## src/rtl/adder_tree_pipelined_pkg.sv

```systemverilog
// rtl/adder_tree_pipelined_pkg.sv - shared constants and elaboration helpers for the adder tree
package adder_tree_pipelined_pkg;

  localparam string STR_TRUE  = "TRUE";
  localparam string STR_FALSE = "FALSE";

  function automatic int clog2(input int n);
    int r;
    int v;
    r = 0;
    v = 1;
    while (v < n) begin
      v = v * 2;
      r = r + 1;
    end
    return r;
  endfunction

  // Start bit of level lvl's operand vector inside the flattened tree bus.
  function automatic int level_offset(input int n_pad, input int in_w, input int lvl);
    int off;
    off = 0;
    for (int j = 0; j < lvl; j++) begin
      off = off + (n_pad >> j) * (in_w + j);
    end
    return off;
  endfunction

endpackage

```

## src/rtl/adder_tree_level.sv

```systemverilog
// rtl/adder_tree_level.sv - one registered level of the tree: N_PAIRS adjacent sums, W_IN -> W_IN+1
module adder_tree_level
  import adder_tree_pipelined_pkg::*;
#(
  parameter int    N_PAIRS   = 4,
  parameter int    W_IN      = 8,
  parameter string IS_SIGNED = "TRUE"
) (
  input  logic                       clk,
  input  logic                       rst,
  input  logic                       ce,
  input  logic [2*N_PAIRS*W_IN-1:0]  din,
  output logic [N_PAIRS*(W_IN+1)-1:0] dout
);

  localparam bit SIGNED_OPS = (IS_SIGNED == STR_TRUE);

  function automatic logic [W_IN:0] ext(input logic [W_IN-1:0] v);
    return SIGNED_OPS ? {v[W_IN-1], v} : {1'b0, v};
  endfunction

  always_ff @(posedge clk) begin
    if (rst) begin
      dout <= '0;
    end else if (ce) begin
      for (int p = 0; p < N_PAIRS; p++) begin
        dout[p*(W_IN+1) +: W_IN+1] <= ext(din[2*p*W_IN +: W_IN]) + ext(din[(2*p+1)*W_IN +: W_IN]);
      end
    end
  end

endmodule

```

## src/rtl/adder_tree_pipelined.sv

```systemverilog
// rtl/adder_tree_pipelined.sv - fully registered binary adder tree with bit growth, ce and valid tracking
module adder_tree_pipelined
  import adder_tree_pipelined_pkg::*;
#(
  parameter int    N_INPUTS       = 8,
  parameter int    IN_WIDTH       = 8,
  parameter string IS_SIGNED      = "TRUE",
  parameter string REGISTER_INPUT = "FALSE"
) (
  input  logic                                  clk,
  input  logic                                  rst,
  input  logic                                  ce,
  input  logic [N_INPUTS*IN_WIDTH-1:0]          din,
  input  logic                                  din_vld,
  output logic [IN_WIDTH+clog2(N_INPUTS)-1:0]   dout,
  output logic                                  dout_vld
);

  localparam int LEVELS    = clog2(N_INPUTS);
  localparam int OUT_WIDTH = IN_WIDTH + LEVELS;
  localparam bit REG_IN    = (REGISTER_INPUT == STR_TRUE);
  localparam int LATENCY   = LEVELS + (REG_IN ? 1 : 0);
  localparam int N_PAD     = 1 << LEVELS;
  localparam int OUT_OFF   = level_offset(N_PAD, IN_WIDTH, LEVELS);

  logic [N_INPUTS*IN_WIDTH-1:0]  din_s;
  logic [N_PAD*IN_WIDTH-1:0]     padded;
  logic [OUT_OFF+OUT_WIDTH-1:0]  tree;
  logic [LATENCY-1:0]            vld_sr;

  if (REG_IN) begin : g_in_reg
    always_ff @(posedge clk) begin
      if (rst) begin
        din_s <= '0;
      end else if (ce) begin
        din_s <= din;
      end
    end
  end else begin : g_in_wire
    assign din_s = din;
  end

  // Missing operands up to the next power of two are constant zero.
  always_comb begin
    padded = '0;
    padded[N_INPUTS*IN_WIDTH-1:0] = din_s;
  end

  assign tree[N_PAD*IN_WIDTH-1:0] = padded;

  for (genvar l = 0; l < LEVELS; l++) begin : g_lvl
    localparam int W       = IN_WIDTH + l;
    localparam int P       = N_PAD >> (l + 1);
    localparam int OFF_IN  = level_offset(N_PAD, IN_WIDTH, l);
    localparam int OFF_OUT = level_offset(N_PAD, IN_WIDTH, l + 1);

    adder_tree_level #(
      .N_PAIRS   (P),
      .W_IN      (W),
      .IS_SIGNED (IS_SIGNED)
    ) u_level (
      .clk  (clk),
      .rst  (rst),
      .ce   (ce),
      .din  (tree[OFF_IN +: 2*P*W]),
      .dout (tree[OFF_OUT +: P*(W+1)])
    );
  end

  always_ff @(posedge clk) begin
    if (rst) begin
      vld_sr <= '0;
    end else if (ce) begin
      vld_sr <= (vld_sr << 1) | LATENCY'(din_vld);
    end
  end

  assign dout     = tree[OUT_OFF +: OUT_WIDTH];
  assign dout_vld = vld_sr[LATENCY-1];

endmodule
```

## config.mk

```make
export PLATFORM = sky130hd
export DESIGN_NAME = adder_tree_pipelined
export DESIGN_NICKNAME = d
export VERILOG_FILES = /design/src/rtl/adder_tree_pipelined_pkg.sv /design/src/rtl/adder_tree_level.sv /design/src/rtl/adder_tree_pipelined.sv
export SDC_FILE = /design/constraint.sdc
export NUM_CORES = 1
export LEC_CHECK = 0
export ABC_AREA = 1
export BUFFER_PORTS_ARGS = -buffer_cell sky130_fd_sc_hd__buf_2
export CORE_ASPECT_RATIO = 0.7
export CORE_UTILIZATION = 25
export CTS_CLUSTER_DIAMETER = 100
export CTS_CLUSTER_SIZE = 25
export DETAILED_ROUTE_END_ITERATION = 8
export PLACE_DENSITY = 0.42
export SLEW_MARGIN = 20
export SYNTH_ARGS = -nofsm -noshare
export SYNTH_HDL_FRONTEND = slang
export SYNTH_HIERARCHICAL = 1
export SYNTH_SLANG_ARGS = --single-unit
export TNS_END_PERCENT = 20
```

## constraint.sdc

```tcl
create_clock -name clk -period 2.2 [get_ports clk]
set_input_delay 0.44 -clock clk [delete_from_list [all_inputs] [get_ports clk]]
set_output_delay 0.44 -clock clk [all_outputs]
set_load 0.005 [all_outputs]
```

Word-level counts from Yosys, hierarchy flattened
Index checks and enable logic that the tools add are counted.
{ "op_classes": {"n_addsub": 7, "mul": 0, "div": 0, "magnitude_cmp": 0, "n_eq_ne": 0, "shifts": 0, "n_mux": 0, "bitwise_logic": 1, "n_reduce_logical": 0} }
{ "ops": {"columns": ["operator", "n"], "rows": [
  ["adder 8 x 8 -> 9 bit", 4],
  ["adder 9 x 9 -> 10 bit", 2],
  ["adder 10 x 10 -> 11 bit", 1],
  ["bitwise OR 3 x 1 -> 3 bit", 1]
]} }
{ "totals": {"reg_bits": 70, "latchBits": 0, "ramBits": 0, "mem_bits_ro": 0, "inputBits": 68, "out_inout_bits": 12, "word_cells": 12, "memories": 0} }

Depth between registers and ports, before layout
{ "depth": {"depth_word": 1, "ltp_mapped": 12, "mapped_depth_nobuf": 12} }

Modules after synthesis
Netlist, hierarchy kept.
{ "modules_own_cells": {"columns": ["mod", "n_inst", "cells_per_inst", "area_each_um2", "seq_area_each_um2"], "rows": [
  ["adder_tree_level (g_lvl[0].u_level)", 1, 460, 2885.3, 720.7],
  ["adder_tree_level (g_lvl[1].u_level)", 1, 265, 1694.1, 400.4],
  ["adder_tree_level (g_lvl[2].u_level)", 1, 160, 997.2, 220.2],
  ["adder_tree_pipelined", 1, 19, 120.1, 60.1]
]} }

Least setup slack after synthesis
No wires, ideal clock.
{ "synth_path": {"kind": "input to register", "from": "input din[16]", "to": "register g_lvl[0].u_level.dout[17]", "setup_time_ns": 0.109, "arrival_time_ns": 1.507, "required_time_ns": 2.091, "slack_ns": 0.584, "cell_stages": 10, "path_buffers": 0, "path_cell_list": "ha_1 -> fa_1 -> nand2_1 -> nand2_1 -> nand3_1 -> nand2_1 -> nand2_1 -> nand3_1 -> nand2_1 -> inv_1"} }
{ "synth_via": {"elab_chain_len": 1} }
{ "synth_lines": {"columns": ["element", "line", "rtl"], "rows": [
  ["from (decl)", "adder_tree_pipelined.sv:13", "input logic [N_INPUTS*IN_WIDTH-1:0] din,"],
  ["adder 8 x 8 -> 9 bit", "adder_tree_level.sv:27", "dout[p*(W_IN+1) +: W_IN+1] <= ext(din[2*p*W_IN +: W_IN]) + ext(din[(2*p+1)*W_IN +: W_IN]);"],
  ["to (signal, indexed assignment)", "adder_tree_level.sv:27", null],
  ["to (decl)", "adder_tree_level.sv:13", "output logic [N_PAIRS*(W_IN+1)-1:0] dout"]
]} }
No other way between the ends.
A chain may end at the register's enable or synchronous reset.

Worst setup path in the final report
{ "layout_path": {"from": "register g_lvl[1].u_level.dout[10]", "to": "register g_lvl[2].u_level.dout[8]"} }
{ "layout_via": {"elab_chain_len": 1} }
{ "layout_lines": {"columns": ["element", "line"], "rows": [
  ["from (decl)", "adder_tree_level.sv:13"],
  ["from (signal, indexed assignment)", "adder_tree_level.sv:27"],
  ["adder 10 x 10 -> 11 bit", "adder_tree_level.sv:27"],
  ["to (signal, indexed assignment)", "adder_tree_level.sv:27"],
  ["to (decl)", "adder_tree_level.sv:13"]
]} }
No other way between the ends.

==> qor.yml <==
status: "complete, no violations"
cts_num_sinks: 70
period_share_pct: 80.0
drtAntennaViolNets: 0
syn_nets: 1039
route.met2.wl_mm: 5.34
ys_seq_area_share_pct: 24.6
pwr_density_cell_nw_per_um2: 619
drtPass1Iterations: 4
maxSlewViolCount: 0
syn_inst: 904
clockBufferDepth: 2
via_per_inst: 4.08
p_leak_nw: 3.80
antenna_found_initial: 0
synth_top_cell_by_area: "dfxtp_1"
finalHoldViolCount: 0
final.min_clock_period_ns: 1.76
yosysUniqueCellTypes: 34
tightest_slew_ns: 0.682
synth_common_cells: "253 x nand2_1, 150 x nor2_1, 147 x inv_1"
final_nets: 1112
setup_viol: 0
grt_start_max_net_pins: 69
area_growth_pct: 17.4
whs_path_depth: 5
power_mw: 4.14
fin_skew_ns: 0.00544
avgSynthCellArea_um2: 6.30
post_cts_resized: 0
postCtsHoldBufs: 0
worstPathMaxFanout: 3
worst-r2r-cell-count: 9
synth_area_leaders: "dfxtp_1 25%, nand2_1 17%, ha_1 13%"
io_buffers: 79
max_cap_violations: 0
tritoncts: "yes"
synth_edf_count: 0
r2r_end: "g_lvl[2].u_level/dout[8]$_SDFFE_PP0P_"
drive_above_1_share_pct: 12.1
grt_setup_unrepaired: "false"
grt_pass1_vias: 4927
grt_pass1_wl_mm: 23.7
syn_area_um2: 5700
totalWireLength_mm: 13.4
fmax_mhz: 568
gp_congestion: 0.801
fillers: 2515
initial_core_util_pct: 25.9
critPathArrivalTime_ns: 2.00
diodes: 0
die_area_um2: 23400
grtUsageTotal_pct: 12.5
setup_tns_ns: 0
crit_path_start_kind: "flip-flop"
top_layer: "met4"
endpoint_kind: "flip-flop"
async_reset_ff_share_pct: 0
vias: 5247
clk_pin_slew_worst_paths_ns: 0.06
crit_start: "g_lvl[1].u_level/dout[10]$_SDFFE_PP0P_"
grt-ovfl-total: 0
ys_warn_count: 6
synth_ff_type: "dfxtp_1"
fp.dieW_um: 182
m1WireLength_mm: 7.47
htreeDepth: 3
endpoint: "g_lvl[2].u_level/dout[8]$_SDFFE_PP0P_"
synthMuxAreaShare_pct: 0
critical_path_class: "reg2reg"
yosysMostFrequentCell: "nand2_1"
timing.rr.start: "g_lvl[1].u_level/dout[10]$_SDFFE_PP0P_"
cts_setup_buffers: 0
die_height_um: 128
hpwl_mm: 10.5
drtIter0Drc: 211
num_rows: 45
synth_compound_area_share_pct: 6.83
cts_buffers: 9
core_um2: 22000
routedWlPerCell_um: 10.4
synth_fa_ha_area_share_pct: 15.6
worstPathRequired_ns: 2.44
ys_ff_latch: 70
synth_top_family_by_area: "simple AND/OR/NAND/NOR gates"
root_buffer: "clkbuf_16"
relSlewSlack_pct: 54.5
clk_latency_ns: 0.34
synth_xor_area_share_pct: 3.23
io-pin-count: 80
hp-class: "in2reg"
r2r_slack_ns: 0.44
synth-simple-area-share_pct: 37.1
drcViolationCount: 0
synth_top_area_share_pct: 24.6
wl_met3_um: 438
vdd_drop_max_uv: 302
[routing by layer]
layer | GRT usage, % | up-vias
met2 | 19.1 | 70
met5 | 0 | -
met1 | 17.7 | 2224
met4 | 3.11 | 0
li1 | - | 2943
met3 | 2.67 | 10
[power breakdown]
part / internal (mW) / total [mW] / switching (mW)
registers: 1.39 / 1.46 / 0.0769
logic: 0.492 / 1.18 / 0.692
clock network: 0.934 / 1.49 / 0.554
total: 2.81 / 4.14 / 1.32
[critical path: stages, from the launching register on]
cell	delay, ns
dfxtp_1	0.35
ha_1	0.22
inv_1	0.07
fa_1	0.48
o21bai_4	0.21
nand2_1	0.09
nand3_1	0.07
nand3_1	0.08
nand2_1	0.06
inv_1	0.03
[sequential cells by signal, indices dropped and copies added, names as in the netlist]
signal,count
g_lvl.u_level/dout,67
vld_sr,3
[cell type report]
| class | instances | area (µm²) | area share (%) |
|---|---|---|---|
| Tap cell | 305 | 382 | 5.71 |
| Multi-Input combinational cell | 665 | 3580 | 53.5 |
| Inverter | 148 | 556 | 8.31 |
| Clock buffer | 12 | 256 | 3.84 |
| Timing Repair Buffer | 83 | 465 | 6.96 |
| Clock inverter | 4 | 45.0 | 0.674 |
| Sequential cell | 70 | 1400 | 21.0 |
[layout by cell type (no fill, tap or decap), types with 7 or more instances in the layout]
master / netlist / final
nand2_1: 253 / 253
nor2_1: 150 / 150
inv_1: 147 / 147
nand3_1: 78 / 78
buf_2: 9 / 78
dfxtp_1: 70 / 70
ha_1: 60 / 60
a21oi_1: 32 / 32
o21ai_0: 14 / 14
xnor2_1: 11 / 11
xor2_1: 10 / 10
clkbuf_16: 0 / 9
nand3b_1: 8 / 8
o21ai_1: 8 / 8
or2_4: 7 / 7
fa_1: 7 / 7
[through the flow]
step                      util, %  hold WS, ns  setup slack (ns)  cells  area [µm²]
after global placement       29.0        0.464             0.359   1271        6380
after CTS                    30.4        0.376             0.414   1287        6690
after detailed placement     29.0        0.461             0.356   1271        6380
after floorplan                 -        0.443             0.584    904        5700
after global routing         30.4        0.410             0.213   1287        6690
final                        30.4        0.390             0.441   1287        6690
[worst min path at each step]
stage | from | to | slack [ns]
2_1_floorplan | g_lvl[0].u_level/dout[27]$_SDFFE_PP0P_ | g_lvl[0].u_level/dout[27]$_SDFFE_PP0P_ | 0.44
3_3_place_gp | g_lvl[0].u_level/dout[27]$_SDFFE_PP0P_ | g_lvl[0].u_level/dout[27]$_SDFFE_PP0P_ | 0.46
3_5_place_dp | g_lvl[2].u_level/dout[0]$_SDFFE_PP0P_ | g_lvl[2].u_level/dout[0]$_SDFFE_PP0P_ | 0.46
4_1_cts | din_vld | vld_sr[0]$_SDFFE_PP0P_ | 0.38
5_1_grt | din_vld | vld_sr[0]$_SDFFE_PP0P_ | 0.41
6_report | din_vld | vld_sr[0]$_SDFFE_PP0P_ | 0.39
[kinds of logic after synthesis]
group           after synthesis
simple gates                510
buf+inv                     169
flops                        70
compound gates               67
fa+ha+maj                    67
xor+xnor                     21
(Power assumes the default switching activity.)
